### config.mk
export PLATFORM = sky130hd
export DESIGN_NAME = proc_io_bridge_flat
export DESIGN_NICKNAME = d
export VERILOG_FILES = /design/src/rtl/proc_io_pkg.sv /design/src/rtl/proc_io_bridge_if.sv /design/src/rtl/proc_io_fifo.sv /design/src/rtl/proc_io_bridge.sv /design/src/flat_wrapper.sv
export SDC_FILE = /design/constraint.sdc
export NUM_CORES = 1
export LEC_CHECK = 0
export CORE_MARGIN = 3
export CORE_UTILIZATION = 40
export CTS_CLUSTER_SIZE = 14
export DETAILED_ROUTE_END_ITERATION = 12
export DONT_BUFFER_PORTS = 1
export GPL_ROUTABILITY_DRIVEN = 0
export SLEW_MARGIN = 20
export SYNTH_ARGS = -nofsm -noshare
export SYNTH_HDL_FRONTEND = slang
export SYNTH_SLANG_ARGS = --single-unit
### constraint.sdc
create_clock -name system1000 -period 3.8 [get_ports system1000]
set_input_delay 0 -clock system1000 [delete_from_list [all_inputs] [get_ports system1000]]
set_output_delay 0 -clock system1000 [all_outputs]
set_load 0.01 [all_outputs]
### src/rtl/proc_io_pkg.sv
// Shared types and defaults for the Processor word-stream I/O bridge.
package proc_io_pkg;

    localparam int WORD_W        = 16;
    localparam int DEFAULT_DEPTH = 4;
    localparam int DEFAULT_GAP   = 3;

    typedef logic signed [WORD_W-1:0] word_t;

    typedef enum logic {
        IDLE,
        PULSE
    } dlv_state_t;

endpackage

### src/rtl/proc_io_bridge_if.sv
// Host stream and Processor strobe signals of the bridge; slave is the bridge's view.
interface proc_io_bridge_if;
    import proc_io_pkg::*;

    logic  host_in_valid;
    word_t host_in_data;
    logic  host_in_ready;
    logic  host_out_valid;
    word_t host_out_data;
    logic  host_out_ready;
    logic  proc_iEn;
    word_t proc_PIn;
    logic  proc_oEn;
    word_t proc_POut;

    modport slave (
        input  host_in_valid, host_in_data, host_out_ready, proc_oEn, proc_POut,
        output host_in_ready, host_out_valid, host_out_data, proc_iEn, proc_PIn
    );

    modport master (
        output host_in_valid, host_in_data, host_out_ready, proc_oEn, proc_POut,
        input  host_in_ready, host_out_valid, host_out_data, proc_iEn, proc_PIn
    );

endinterface

### src/rtl/proc_io_fifo.sv
// Synchronous word FIFO; a push into a full FIFO lands only if a pop frees a slot that same cycle.
module proc_io_fifo
    import proc_io_pkg::*;
#(
    parameter int DEPTH = DEFAULT_DEPTH
) (
    input  logic  clk,
    input  logic  rst,
    input  logic  push,
    input  logic  pop,
    input  word_t din,
    output word_t dout,
    output logic  empty,
    output logic  full
);

    localparam int AW = $clog2(DEPTH);

    word_t         mem [DEPTH];
    logic [AW-1:0] wr_ptr;
    logic [AW-1:0] rd_ptr;
    logic [AW:0]   count;
    logic          do_push;
    logic          do_pop;

    assign empty   = (count == '0);
    assign full    = (count == (AW+1)'(DEPTH));
    assign do_pop  = pop && !empty;
    assign do_push = push && (!full || do_pop);

    // Head reads as zero while empty so the output port shows a clean value after reset.
    assign dout = empty ? '0 : mem[rd_ptr];

    always_ff @(posedge clk or posedge rst) begin
        if (rst) begin
            wr_ptr <= '0;
            rd_ptr <= '0;
            count  <= '0;
        end else begin
            if (do_push) wr_ptr <= wr_ptr + 1'b1;
            if (do_pop)  rd_ptr <= rd_ptr + 1'b1;
            case ({do_push, do_pop})
                2'b10:   count <= count + 1'b1;
                2'b01:   count <= count - 1'b1;
                default: count <= count;
            endcase
        end
    end

    always_ff @(posedge clk) begin
        if (do_push) mem[wr_ptr] <= din;
    end

endmodule

### src/rtl/proc_io_bridge.sv
// Host <-> Processor word bridge: paced iEn/PIn delivery from an input FIFO, oEn/POut capture into an output FIFO.
module proc_io_bridge
    import proc_io_pkg::*;
#(
    parameter int DEPTH = DEFAULT_DEPTH,
    parameter int GAP   = DEFAULT_GAP
) (
    input  logic            system1000,
    input  logic            system1000_rst,
    proc_io_bridge_if.slave io,
    output logic            overflow,
    input  logic            clr_overflow
);

    localparam int GW = (GAP > 0) ? $clog2(GAP + 1) : 1;

    dlv_state_t    state;
    dlv_state_t    state_nxt;
    logic [GW-1:0] gap_cnt;
    logic [GW-1:0] gap_nxt;
    logic          dlv_pop;
    word_t         pin_q;

    logic          in_empty;
    logic          in_full;
    word_t         in_head;
    logic          in_push;

    logic          out_empty;
    logic          out_full;
    logic          out_pop;
    logic          out_drop;

    assign in_push          = io.host_in_valid && !in_full;
    assign io.host_in_ready = !in_full;

    proc_io_fifo #(.DEPTH(DEPTH)) u_in_fifo (
        .clk   (system1000),
        .rst   (system1000_rst),
        .push  (in_push),
        .pop   (dlv_pop),
        .din   (io.host_in_data),
        .dout  (in_head),
        .empty (in_empty),
        .full  (in_full)
    );

    // gap_cnt is loaded as the pulse issues and counts down through the pulse cycle,
    // so the next pulse can land exactly GAP+1 cycles after the previous one.
    always_comb begin
        state_nxt = state;
        gap_nxt   = gap_cnt;
        dlv_pop   = 1'b0;
        if (gap_cnt != '0) gap_nxt = gap_cnt - 1'b1;
        case (state)
            IDLE: begin
                if (!in_empty && gap_cnt == '0) begin
                    state_nxt = PULSE;
                    dlv_pop   = 1'b1;
                    gap_nxt   = GW'(GAP);
                end
            end
            PULSE: begin
                if (GAP == 0 && !in_empty) begin
                    state_nxt = PULSE;
                    dlv_pop   = 1'b1;
                end else begin
                    state_nxt = IDLE;
                end
            end
            default: state_nxt = IDLE;
        endcase
    end

    always_ff @(posedge system1000 or posedge system1000_rst) begin
        if (system1000_rst) begin
            state   <= IDLE;
            gap_cnt <= '0;
            pin_q   <= '0;
        end else begin
            state   <= state_nxt;
            gap_cnt <= gap_nxt;
            if (dlv_pop) pin_q <= in_head;
        end
    end

    // Every PULSE cycle is exactly one delivered word, so iEn decodes straight from the state flop.
    assign io.proc_iEn = (state == PULSE);
    assign io.proc_PIn = pin_q;

    assign out_pop           = !out_empty && io.host_out_ready;
    assign out_drop          = io.proc_oEn && out_full && !out_pop;
    assign io.host_out_valid = !out_empty;

    proc_io_fifo #(.DEPTH(DEPTH)) u_out_fifo (
        .clk   (system1000),
        .rst   (system1000_rst),
        .push  (io.proc_oEn),
        .pop   (out_pop),
        .din   (io.proc_POut),
        .dout  (io.host_out_data),
        .empty (out_empty),
        .full  (out_full)
    );

    always_ff @(posedge system1000 or posedge system1000_rst) begin
        if (system1000_rst) begin
            overflow <= 1'b0;
        end else if (out_drop) begin
            overflow <= 1'b1;
        end else if (clr_overflow) begin
            overflow <= 1'b0;
        end
    end

endmodule

### src/flat_wrapper.sv
// flat-port wrapper written by rule: the top's interface ports become plain ports
module proc_io_bridge_flat import proc_io_pkg::*;
#(
    parameter int DEPTH = DEFAULT_DEPTH,
    parameter int GAP   = DEFAULT_GAP
)
  (system1000, system1000_rst, overflow, clr_overflow, io_host_in_valid, io_host_in_data, io_host_out_ready, io_proc_oEn, io_proc_POut, io_host_in_ready, io_host_out_valid, io_host_out_data, io_proc_iEn, io_proc_PIn);
  proc_io_bridge_if io_i ();
  input  logic system1000;
  input  logic system1000_rst;
  output logic overflow;
  input  logic clr_overflow;
  input wire logic [$bits(io_i.host_in_valid)-1:0] io_host_in_valid;
  input wire logic [$bits(io_i.host_in_data)-1:0] io_host_in_data;
  input wire logic [$bits(io_i.host_out_ready)-1:0] io_host_out_ready;
  input wire logic [$bits(io_i.proc_oEn)-1:0] io_proc_oEn;
  input wire logic [$bits(io_i.proc_POut)-1:0] io_proc_POut;
  output wire logic [$bits(io_i.host_in_ready)-1:0] io_host_in_ready;
  output wire logic [$bits(io_i.host_out_valid)-1:0] io_host_out_valid;
  output wire logic [$bits(io_i.host_out_data)-1:0] io_host_out_data;
  output wire logic [$bits(io_i.proc_iEn)-1:0] io_proc_iEn;
  output wire logic [$bits(io_i.proc_PIn)-1:0] io_proc_PIn;
  assign io_i.host_in_valid = io_host_in_valid;
  assign io_i.host_in_data = io_host_in_data;
  assign io_i.host_out_ready = io_host_out_ready;
  assign io_i.proc_oEn = io_proc_oEn;
  assign io_i.proc_POut = io_proc_POut;
  assign io_host_in_ready = io_i.host_in_ready;
  assign io_host_out_valid = io_i.host_out_valid;
  assign io_host_out_data = io_i.host_out_data;
  assign io_proc_iEn = io_i.proc_iEn;
  assign io_proc_PIn = io_i.proc_PIn;
  proc_io_bridge #(.DEPTH(DEPTH), .GAP(GAP)) u_core (.system1000(system1000), .system1000_rst(system1000_rst), .io(io_i), .overflow(overflow), .clr_overflow(clr_overflow));
endmodule
# Word level (Yosys, flattened, before mapping)

Memories as Yosys holds them, arrays and structs flattened. A register that Yosys moved wholly into a read port is not among the register bits.
Index checks and enable logic that the tools add are counted.

Memories kept: 2
Logic and storage cells: 65
Input bits: 38
Output and inout bits: 36
Register bits after elaboration: 18
Memory bits (writable): 128

Bitwise logic cells: 1
Reductions and logical operators: 23
Add/sub/neg operators: 9
Equality and inequality tests: 6
Multiplexer cells: 15

Memories:

| name                  | depth | bits a word | read ports | clocked after Yosys merged registers in | write ports | line               | source |
|---|---|---|---|---|---|---|---|
| u_core.u_in_fifo.mem  | 4     | 16          | 1          | 1                                       | 1           | proc_io_fifo.sv:19 | `word_t mem [DEPTH];` |
| u_core.u_out_fifo.mem | 4     | 16          | 1          | 0                                       | 1           | proc_io_fifo.sv:19 |  |

Operators by type and width:

| cell                | number |
|---|---|
| $mux 16             | 1 |
| $pmux 3 s2          | 2 |
| $logic_and 1x1->1   | 9 |
| $add 2x1->2 const B | 4 |
| $mux 1              | 8 |
| $reduce_bool 2->1   | 4 |
| $add 3x1->3 const B | 2 |
| $eq 3x3->1 const B  | 2 |
| $logic_not 3->1     | 2 |
| $mux 2              | 3 |
| $sub 3x1->3 const B | 2 |
| $logic_not 1->1     | 5 |
| $eq 2x1->1 const B  | 2 |
| $eq 2x2->1 const B  | 2 |
| $logic_not 2->1     | 1 |
| $logic_or 1x1->1    | 2 |
| $pmux 1 s2          | 1 |
| $sub 2x1->2 const B | 1 |
| $not 1->1           | 1 |

# Longest topological paths before layout

Gate-level depths: netlist of run 1.

Word-level depth: 10
Gate-level depth with buffers: 9
Depth with buffers taken out: 9

# By module

Synthesis of run 1 repeated with hierarchy kept, for this count alone.

Cells, all modules: 346
Area, all modules: 6,571.3 sq um

By module, submodules not included:

| module                           | sequential area each (sq um) | area each (sq um) | times used | cells each |
|---|---|---|---|---|
| proc_io_fifo (u_core.u_out_fifo) | 2,097.0                      | 2,940.3           | 1          | 156 |
| proc_io_fifo (u_core.u_in_fifo)  | 2,097.0                      | 2,857.7           | 1          | 141 |
| proc_io_bridge                   | 500.5                        | 773.2             | 1          | 49 |

# Least setup slack after synthesis of run 1

No wires, ideal clock.

Path type: register -> register
Start: register u_core.u_in_fifo.count[0]
End: register u_core.u_in_fifo.count[2]
Stages on the path, launching flop included: 10
Required time: 3,721 ps
Library setup time: 79 ps
Path buffers: 0
Path slack: 1,707 ps
Period minus slack after synthesis: 2,093 ps
Arrival: 2,014 ps
Cell sequence: dfrtp_1 > or3b_4 > and2_4 > inv_1 > ha_1 > inv_1 > fa_1 > xor2_1 > nor2_1 > xor2_1

Elaborated cells on any way between the ends: 17
Classes of those cells: add/sub: 2; eq/ne: 3; mux: 3; reduce/logical: 9

RTL lines:

| what                                                         | line                                     | source |
|---|---|---|
| start: declaration                                           | proc_io_fifo.sv:22                       | `logic [AW:0] count;` |
| start signal: assignment                                     | proc_io_fifo.sv:43                       | `2'b10: count <= count + 1'b1;` |
| start signal: assignment                                     | proc_io_fifo.sv:44                       | `2'b01: count <= count - 1'b1;` |
| start signal: assignment                                     | proc_io_fifo.sv:45                       | `default: count <= count;` |
| $eq 3x3->1 (*)                                               | proc_io_fifo.sv:27                       | `assign full = (count == (AW+1)'(DEPTH));` |
| $logic_not 1->1 (*)                                          | n/a                                      |  |
| net io_host_in_ready                                         | flat_wrapper.sv:18                       | `output wire logic [$bits(io_i.host_in_ready)-1:0] io_host_in_ready;` |
| $logic_and 1x1->1 / $logic_or 1x1->1 (equally long branches) | proc_io_bridge.sv:34, proc_io_fifo.sv:29 |  |
| $logic_and 1x1->1 (*)                                        | proc_io_fifo.sv:29                       | `assign do_push = push && (!full \|\| do_pop);` |
| $eq 2x1->1 / $eq 2x2->1 (equally long branches)              | proc_io_fifo.sv:42                       | `case ({do_push, do_pop})` |
| $pmux 3 s2 / $reduce_bool 2->1 (equally long branches)       | n/a                                      |  |

Mark *: on every way through the listed nets, which the timed path passes. The rest lies on a longest branch.
A chain may end at the register's enable or synchronous reset.

# Worst setup path after layout of run 1

Start: register u_core.u_out_fifo.count[0]
End: register u_core.u_out_fifo.count[2]

Word-level cells in the longest chain between the ends: 8
Elaborated cells on any way between the ends: 14
Classes of those cells: add/sub: 2; eq/ne: 3; mux: 1; reduce/logical: 8

Ends and longest elaborated chain:

| what                                                   | line                 | source |
|---|---|---|
| start: declaration                                     | proc_io_fifo.sv:22   |  |
| start signal: assignment                               | proc_io_fifo.sv:43   |  |
| start signal: assignment                               | proc_io_fifo.sv:44   |  |
| start signal: assignment                               | proc_io_fifo.sv:45   |  |
| $logic_not 3->1 (*)                                    | proc_io_fifo.sv:26   | `assign empty = (count == '0);` |
| $logic_not 1->1 (*)                                    | n/a                  |  |
| net io_host_out_valid                                  | flat_wrapper.sv:19   | `output wire logic [$bits(io_i.host_out_valid)-1:0] io_host_out_valid;` |
| $logic_and 1x1->1                                      | proc_io_bridge.sv:91 | `assign out_pop = !out_empty && io.host_out_ready;` |
| $logic_and 1x1->1 (*)                                  | proc_io_fifo.sv:28   | `assign do_pop = pop && !empty;` |
| $logic_or 1x1->1                                       | proc_io_fifo.sv:29   |  |
| $logic_and 1x1->1                                      | proc_io_fifo.sv:29   |  |
| $eq 2x1->1 / $eq 2x2->1 (equally long branches)        | proc_io_fifo.sv:42   |  |
| $pmux 3 s2 / $reduce_bool 2->1 (equally long branches) | n/a                  |  |

Marked as above.

==> summary.md, run 1 <==
| Metric | Value |
|---|---|
| Yosys top cell by area | `edfxtp_1` |
| Final #Nets | `about 410` |
| Layout area overhead | `19.5%` |
| Die Area | `roughly 0.017 sq mm` |
| Top_reg_cell synth | `edfxtp_1` |
| TNS Setup | `0 ns` |
| HP Class | `in -> async` |
| Syn Area/Cell | `between 20 and 25 sq um` |
| Finished Cell Area | `0.00762 sq mm` |
| Post-synth ARST share | `0.210` |
| Row Count | `between 40 and 50` |
| Storage cell area | `0.00470 sq mm` |
| Max Clk Rate | `roughly 420 MHz` |
| Critical path endpoint category | `flop` |
| Num CTS Buffers | `17` |
| Largest net degree at the start of global routing | `35` |
| Initial antenna violation count | `0` |
| DP Wirelength | `around 6700 um` |
| Worst-path clk slew | `0.06 ns` |
| Fin crit share | `0.620` |
| Post-synthesis sequential area ratio | `0.736` |
| Dpl cells | `around 500` |
| PortBufs | `0` |
| Worst-path cell chain | `or3_1 -> and2_1 -> ha_1 -> inv_1 -> fa_1 -> xor2_1 -> nor2_1 -> xor2_1` |
| Synth top area share | `0.603` |
| Residual DRC | `0` |
| Pre-CTS setup slack | `1.43 ns` |
| Worst Slack Setup Final | `roughly 1.4 ns` |
| Die Width | `around 130 um` |
| Peak VDD IR | `between 0.4 and 0.5 mV` |
| Post-synth net total | `357` |
| CP max FO | `19` |
| WP buf/inv | `1` |
| Layout fillers | `around 1300` |
| CTS tree | `done` |
| Arrival time at the worst endpoint | `2.69 ns` |
| Final Max Tran Viols | `0` |
| Setup Skew | `slightly above 0.01 ns` |
| Max clock buf depth | `2` |
| Post-route minimum period | `2.36 ns` |
| FF+latch count, synth | `between 150 and 200` |
| Global Route Usage Sum | `0.139` |
| Vias | `between 2000 and 3000` |
| Starting Density | `0.413` |
| Most used cell along the critical path | `xor2_1` |
| DR WL/cell | `between 15 and 20 um` |
| LEAKAGE | `roughly 2.8 nW` |
| Share of layout cells above drive strength 1 | `0.217` |
| CP delay by family, top | `simple AND/OR/NAND/NOR gates` |
| First-pass GRT wire length | `about 18000 um` |
| Core region area | `about 0.015 sq mm` |
| Synthesized area | `0.00638 sq mm` |
| CP max stage delay | `~0.54 ns` |
| Gr ovfl total | `0` |
| Hold Vio Cnt, Final | `0` |
| Setup crit start kind | `flop` |
| H-Tree Depth | `4` |
| DRT Pass-1 Iters | `4` |
| Vias in the first global route | `around 3200` |
| Post-route ant nets | `0` |
| Setup Fix Bufs, Post-CTS | `0` |
| # clock sinks | `between 150 and 200` |
| Non-filler cells, final | `roughly 580` |
| Final core utilization | `0.494` |
| Worst slew pin tran | `between 0.9 and 1 ns` |
| Drt initial violations | `~130` |
| Final WL | `~11000 um` |
| Worst Path Required | `4.14 ns` |
| Area of the multi-input gates | `between 0.0015 and 0.002 sq mm` |
| Clock Latency Late Sink | `0.43 ns` |
| Final setup fails | `0` |
| Area after DPL | `between 0.006 and 0.007 sq mm` |
| I/O pins | `74` |
| RSZ-0062 raised after global routing | `false` |
| Cells after Synth | `roughly 300` |
| CP max stage cell | `or3_1` |
| Max-slew headroom | `0.372` |
| Max Cap Viol | `0` |
| Clock root buffer | `clkbuf_16` |
| Post-synth EDFFs | `approximately 130` |
| Yosys cell types | `32` |
| N_diodes | `0` |
| Die height | `132 um` |
| Synth top area cells | `edfxtp_1 60%, dfrtp_1 13%, mux4_2 8.5%` |
| Status | `complete, no violations` |
| Yosys Warn Count | `0` |
| Via/cell ratio | `just under 5` |
| P per Cell Area | `808 mW/mm^2` |
| Setup Crit Path Kind | `reg -> reg` |
power breakdown:
part	switching, mW	internal (mW)	total [mW]
registers	0.392	2.42	2.81
clock network	0.682	1.13	1.82
logic	0.710	0.825	1.53
total	1.78	4.38	6.16
worst register-to-register path, stage by stage, from the launching register on:
cell and delay (ns):
dfrtp_1 0.41, or3_1 0.54, and2_1 0.26, ha_1 0.20, inv_1 0.07, fa_1 0.37, xor2_1 0.15, nor2_1 0.11
xor2_1 0.17
final cells by class:
type / count / area share
timing repair buffer: 41 / 0.0528
clock buffer: 26 / 0.0811
tap: 211 / 0.0346
inverter: 15 / 0.00739
multi-input combinational: 118 / 0.202
clock inverter: 6 / 0.00574
sequential: 162 / 0.616
metal layers:
metal | share of wire | vias up | GRT usage | wire [um]
li1 | - | 1283 | - | -
met1 | 0.40 | 1456 | 0.167 | 4530
met2 | 0.52 | 72 | 0.228 | 5840
met3 | 0.063 | 13 | 0.0542 | 702
met4 | 0.014 | 0 | 0.0554 | 157
met5 | 0 | - | 0 | 0
placed cells by master, fill, tap and decap left out, types with 2 or more instances in the layout:
cell type / synthesis / routed
a21o_1: 2 / 2
and2_1: 21 / 21
and3_1: 4 / 4
buf_4: 1 / 3
clkbuf_16: 0 / 24
clkinv_4: 0 / 2
dfrtp_1: 34 / 33
dlygate4sd3_1: 0 / 38
edfxtp_1: 128 / 128
fa_1: 2 / 2
ha_1: 10 / 10
inv_1: 15 / 15
inv_4: 0 / 2
mux2_2: 9 / 9
mux2_4: 8 / 8
mux2i_1: 2 / 2
mux4_1: 8 / 8
mux4_2: 24 / 24
nor2_1: 2 / 2
nor2b_1: 3 / 2
nor3_1: 2 / 2
xnor2_1: 5 / 5
xor2_1: 7 / 7
what timing repair did:
action / 4_1_cts / 5_1_grt
hold buffers: 38 / 0
gates resized for setup: 0 / 0
setup endpoints to repair: 0 / 0
endpoints found under the hold margin: 168 / 0
metrics by stage:
stage          total power, mW  hold slack [ns]
5_1_grt                   6.52            0.204
3_5_place_dp              4.40           0.0550
6_report                  6.16            0.141
4_1_cts                   6.28            0.121
2_1_floorplan             4.03           0.0989
3_3_place_gp              4.33           0.0462
state kept, by name (all words and copies together) (netlist names), 3 cells and up:
name and flops:
u_core.u_out_fifo.count 3, u_core.u_in_fifo.mem 64, u_core.io.proc_PIn 16, u_core.u_out_fifo.mem 64
u_core.u_in_fifo.count 3
synth_stat cells, types with 4 or more instances:
library cell and instances:
edfxtp_1 128, mux4_2 24, mux2_4 8, dfrtp_1 34
and3_1 4, inv_1 15, mux2_2 9, mux4_1 8
xor2_1 7, xnor2_1 5, ha_1 10, and2_1 21
buf_2 5
final timing paths:
kind | startpoint | endpoint | slack, ns | cells after the start
max | u_core.u_out_fifo.count[0] | u_core.u_out_fifo.count[2] | 1.44 | 8
min reg2reg | u_core.u_out_fifo.count[2] | u_core.u_out_fifo.count[2] | 0.50 | 1
max reg2reg | u_core.u_out_fifo.count[0] | u_core.u_out_fifo.count[2] | 1.44 | 8
min in group system1000 | io_host_out_ready | u_core.u_out_fifo.wr_ptr[0] | 0.16 | 3
min | system1000_rst | u_core.io.proc_PIn[15] | 0.14 | 3
max in group asynchronous | system1000_rst | u_core.u_in_fifo.rd_ptr[0] | 3.28 | 3
cell families (layout without fill, tap and decap cells):
kind of cell | Yosys count | after routing | share of synthesized area
AO/OA/AOI/OAI | 3 | 3 | 0.00314
AND/OR/NAND/NOR | 39 | 39 | 0.0387
adder cells (fa/ha/maj) | 12 | 12 | 0.0259
multiplexers | 52 | 52 | 0.157
buffers and inverters | 27 | 88 | 0.0224
XOR/XNOR | 12 | 12 | 0.0165
flip-flops | 162 | 162 | 0.736
(Power assumes the default switching activity.)
==> run 2, diff against run 1 <==
--- a/config.mk
+++ b/config.mk
@@ -5,6 +5,7 @@
 export SDC_FILE = /design/constraint.sdc
 export NUM_CORES = 1
 export LEC_CHECK = 0
+export ABC_AREA = 1
 export CORE_MARGIN = 3
 export CORE_UTILIZATION = 40
 export CTS_CLUSTER_SIZE = 14
==> constraint.sdc (replaced) <==
create_clock -name system1000 -period 2.2 [get_ports system1000]
set_input_delay 0 -clock system1000 [delete_from_list [all_inputs] [get_ports system1000]]
set_output_delay 0 -clock system1000 [all_outputs]
set_load 0.01 [all_outputs]
==> summary.md, run 2 <==
| Metric | Value |
|---|---|
| Core region area | `about 0.017 sq mm` |
| Max-slew headroom | `0.578` |
| H-Tree Depth | `4` |
| Share of layout cells above drive strength 1 | `0.0691` |
| Gr ovfl total | `0` |
| # clock sinks | `roughly 160` |
| Setup Crit Path Kind | `reg -> reg` |
| Hold Vio Cnt, Final | `0` |
| Final core utilization | `0.484` |
| Num CTS Buffers | `17` |
| Post-synthesis sequential area ratio | `0.669` |
| Final #Nets | `between 700 and 800` |
| Synth top area share | `0.547` |
| Synthesized area | `about 0.0070 sq mm` |
| CTS tree | `done` |
| Top_reg_cell synth | `edfxtp_1` |
| First-pass GRT wire length | `22500 um` |
| Synth Area in XOR/XNOR | `0.00998` |
| Setup crit start | `u_core.u_in_fifo.count[0]` |
| Largest net degree at the start of global routing | `37` |
| Levels on crit path | `9` |
| Layout area overhead | `16.3%` |
| Yosys Warn Count | `0` |
| N_diodes | `0` |
| Syn Area/Cell | `slightly above 10 sq um` |
| Worst Slack Setup Final | `between 0.15 and 0.2 ns` |
| Most frequent cell after synthesis | `nand2_1` |
| Setup Skew | `0.0130 ns` |
| Final Max Tran Viols | `0` |
| Storage cell area | `0.00470 sq mm` |
| WP buf/inv | `1` |
| Critical path endpoint category | `flop` |
| Reg2Reg Depth | `9` |
| Starting Density | `0.416` |
| Peak VDD IR | `between 0.7 and 0.8 mV` |
| Commonest non-fill, non-tap cell in the layout | `nand2_1` |
| Post-synth EDFFs | `128` |
| Worst Path Required | `2.51 ns` |
| Most used cell along the critical path | `nand2_1` |
| Worst-case hold slack | `just over 0.06 ns` |
| Post-route ant nets | `0` |
| Non-filler cells, final | `between 900 and 1000` |
| DRT Pass-1 Iters | `4` |
| Commonest cells post-synth | `215 x nand2_1, 128 x edfxtp_1, 124 x inv_1, 75 x nor2_1, 36 x nand3_1` |
| Worst-path cell chain | `nor2_1 -> nand2_1 -> nand2_2 -> ha_1 -> inv_1 -> fa_1 -> nand2_1 -> nand3b_1 -> xor2_1` |
| Reg2reg end | `u_core.u_in_fifo.count[2]` |
| Drt initial violations | `280` |
| Post-route minimum period | `2.03 ns` |
| Post-synth ARST share | `0.210` |
| Simple-gate share of the synthesized area | `0.189` |
| Final setup fails | `0` |
| Synth top area cells | `edfxtp_1 55%, dfrtp_1 12%, nand2_1 11%` |
| Max clock buf depth | `2` |
| CP max stage cell | `dfrtp_1` |
| Max Cap Viol | `0` |
| Commonest cells after routing, fill and taps aside | `214 x nand2_1, 128 x edfxtp_1, 124 x inv_1, 75 x nor2_1, 39 x dlygate4sd3_1` |
| FF-to-FF setup slack | `0.17 ns` |
| Status | `complete, no violations` |
| Dpl cells | `about 900` |
| Global Route Usage Sum | `0.149` |
| Clock root buffer | `clkbuf_16` |
| Pre-CTS setup slack | `about 0.18 ns` |
| Fin crit share | `0.921` |
| Post-synthesis mux area share | `0` |
| DP Wirelength | `~8700 um` |
| Setup crit start kind | `flop` |
| P per Cell Area | `about 1300 mW/mm^2` |
| Worst slew pin tran | `roughly 0.63 ns` |
| LEAKAGE | `between 3 and 4 nW` |
| Cells after Synth | `690` |
| Arrival time at the worst endpoint | `roughly 2.3 ns` |
| TNS Setup | `0 ns` |
| Max Clk Rate | `494 MHz` |
| Setup Fix Bufs, Post-CTS | `0` |
| Residual DRC | `0` |
| Final WL | `about 14000 um` |
| FF+latch count, synth | `162` |
| Clock Latency Late Sink | `0.43 ns` |
| Vias in the first global route | `~4500` |
| Layout fillers | `around 1500` |
| CP max FO | `7` |
| CP delay by family, top | `simple AND/OR/NAND/NOR gates` |
| Yosys top cell by area | `edfxtp_1` |
| Die Width | `138 um` |
| Crit path to | `u_core.u_in_fifo.count[2]` |
| CP max stage delay | `around 0.41 ns` |
| Worst-path clk slew | `roughly 0.060 ns` |
| Vias | `around 4500` |
| Post-synth net total | `740` |
| R2R Path Start | `u_core.u_in_fifo.count[0]` |
| Row Count | `47` |
| Die height | `roughly 140 um` |
| Die Area | `between 0.015 and 0.02 sq mm` |
| I/O pins | `74` |
| Initial antenna violation count | `0` |
| Combinational family with the most area after synthesis | `simple AND/OR/NAND/NOR gates` |
| Area of the multi-input gates | `0.00167 sq mm` |
| HP Class | `in -> async` |
| Compound-Gate Fraction of Synth Area | `0.0157` |
| Yosys cell types | `23` |
| PortBufs | `0` |
| Via/cell ratio | `around 4.6` |
| DR WL/cell | `14.4 um` |
| RSZ-0062 raised after global routing | `false` |
| Post-Synth Adder-Cell Area | `0.0235` |
[run 2: how the worst min path moves through the flow]
stage                       start                         end  slack, ns  cells after the start
2_1_floorplan  io_host_in_data[0]  u_core.u_in_fifo.mem[0][0]        0.1                      0
5_1_grt            system1000_rst             u_core.overflow       0.13                      2
3_3_place_gp       system1000_rst             u_core.overflow      -0.03                      1
6_report           system1000_rst  u_core.u_in_fifo.rd_ptr[1]       0.06                      2
3_5_place_dp       system1000_rst             u_core.overflow      -0.02                      1
4_1_cts            system1000_rst             u_core.overflow       0.08                      2
[run 2: power breakdown]
part           leakage [nW]  switching [mW]  internal [mW]
clock                 0.241            1.12           1.45
combinational          1.82            2.39           1.16
sequential             1.59           0.518           4.13
total                  3.65            4.03           6.74
[run 2: area by class of cell]
cell class / count / area share
Sequential cell: 162 / 0.575
Timing Repair Buffer: 54 / 0.0632
Tap cell: 220 / 0.0337
Clock buffer: 21 / 0.0552
Multi-Input combinational cell: 375 / 0.205
Inverter: 129 / 0.0596
Clock inverter: 11 / 0.00797
[run 2: layer usage]
metal,share of wire,up-vias,GRT usage
li1,-,2231,-
met1,0.42,2112,0.180
met2,0.52,103,0.258
met3,0.058,13,0.0425
met4,0.0093,0,0.0499
met5,0,-,0
[run 2: logic make-up (layout without fill, tap and decap cells)]
kind of cell    Yosys count  after routing
compound gates           22             22
simple gates            333            333
xor+xnor                  8              8
buf+inv                 153            215
flops                   162            162
fa+ha+maj                12             12
[run 2: what timing repair did]
action,CTS,global route
endpoints found under the hold margin,147,0
hold buffers,39,0
endpoints found under the setup margin,0,1
resized for setup,0,1
[run 2: metrics by stage]
| stage | cell area (sq um) | total power [mW] |
|---|---|---|
| after floorplan | 7020 | 7.37 |
| after global placement | 7250 | 8.08 |
| after detailed placement | 7250 | 8.23 |
| after CTS | 8160 | 10.9 |
| after global routing | 8160 | 11.6 |
| final | 8160 | 10.8 |
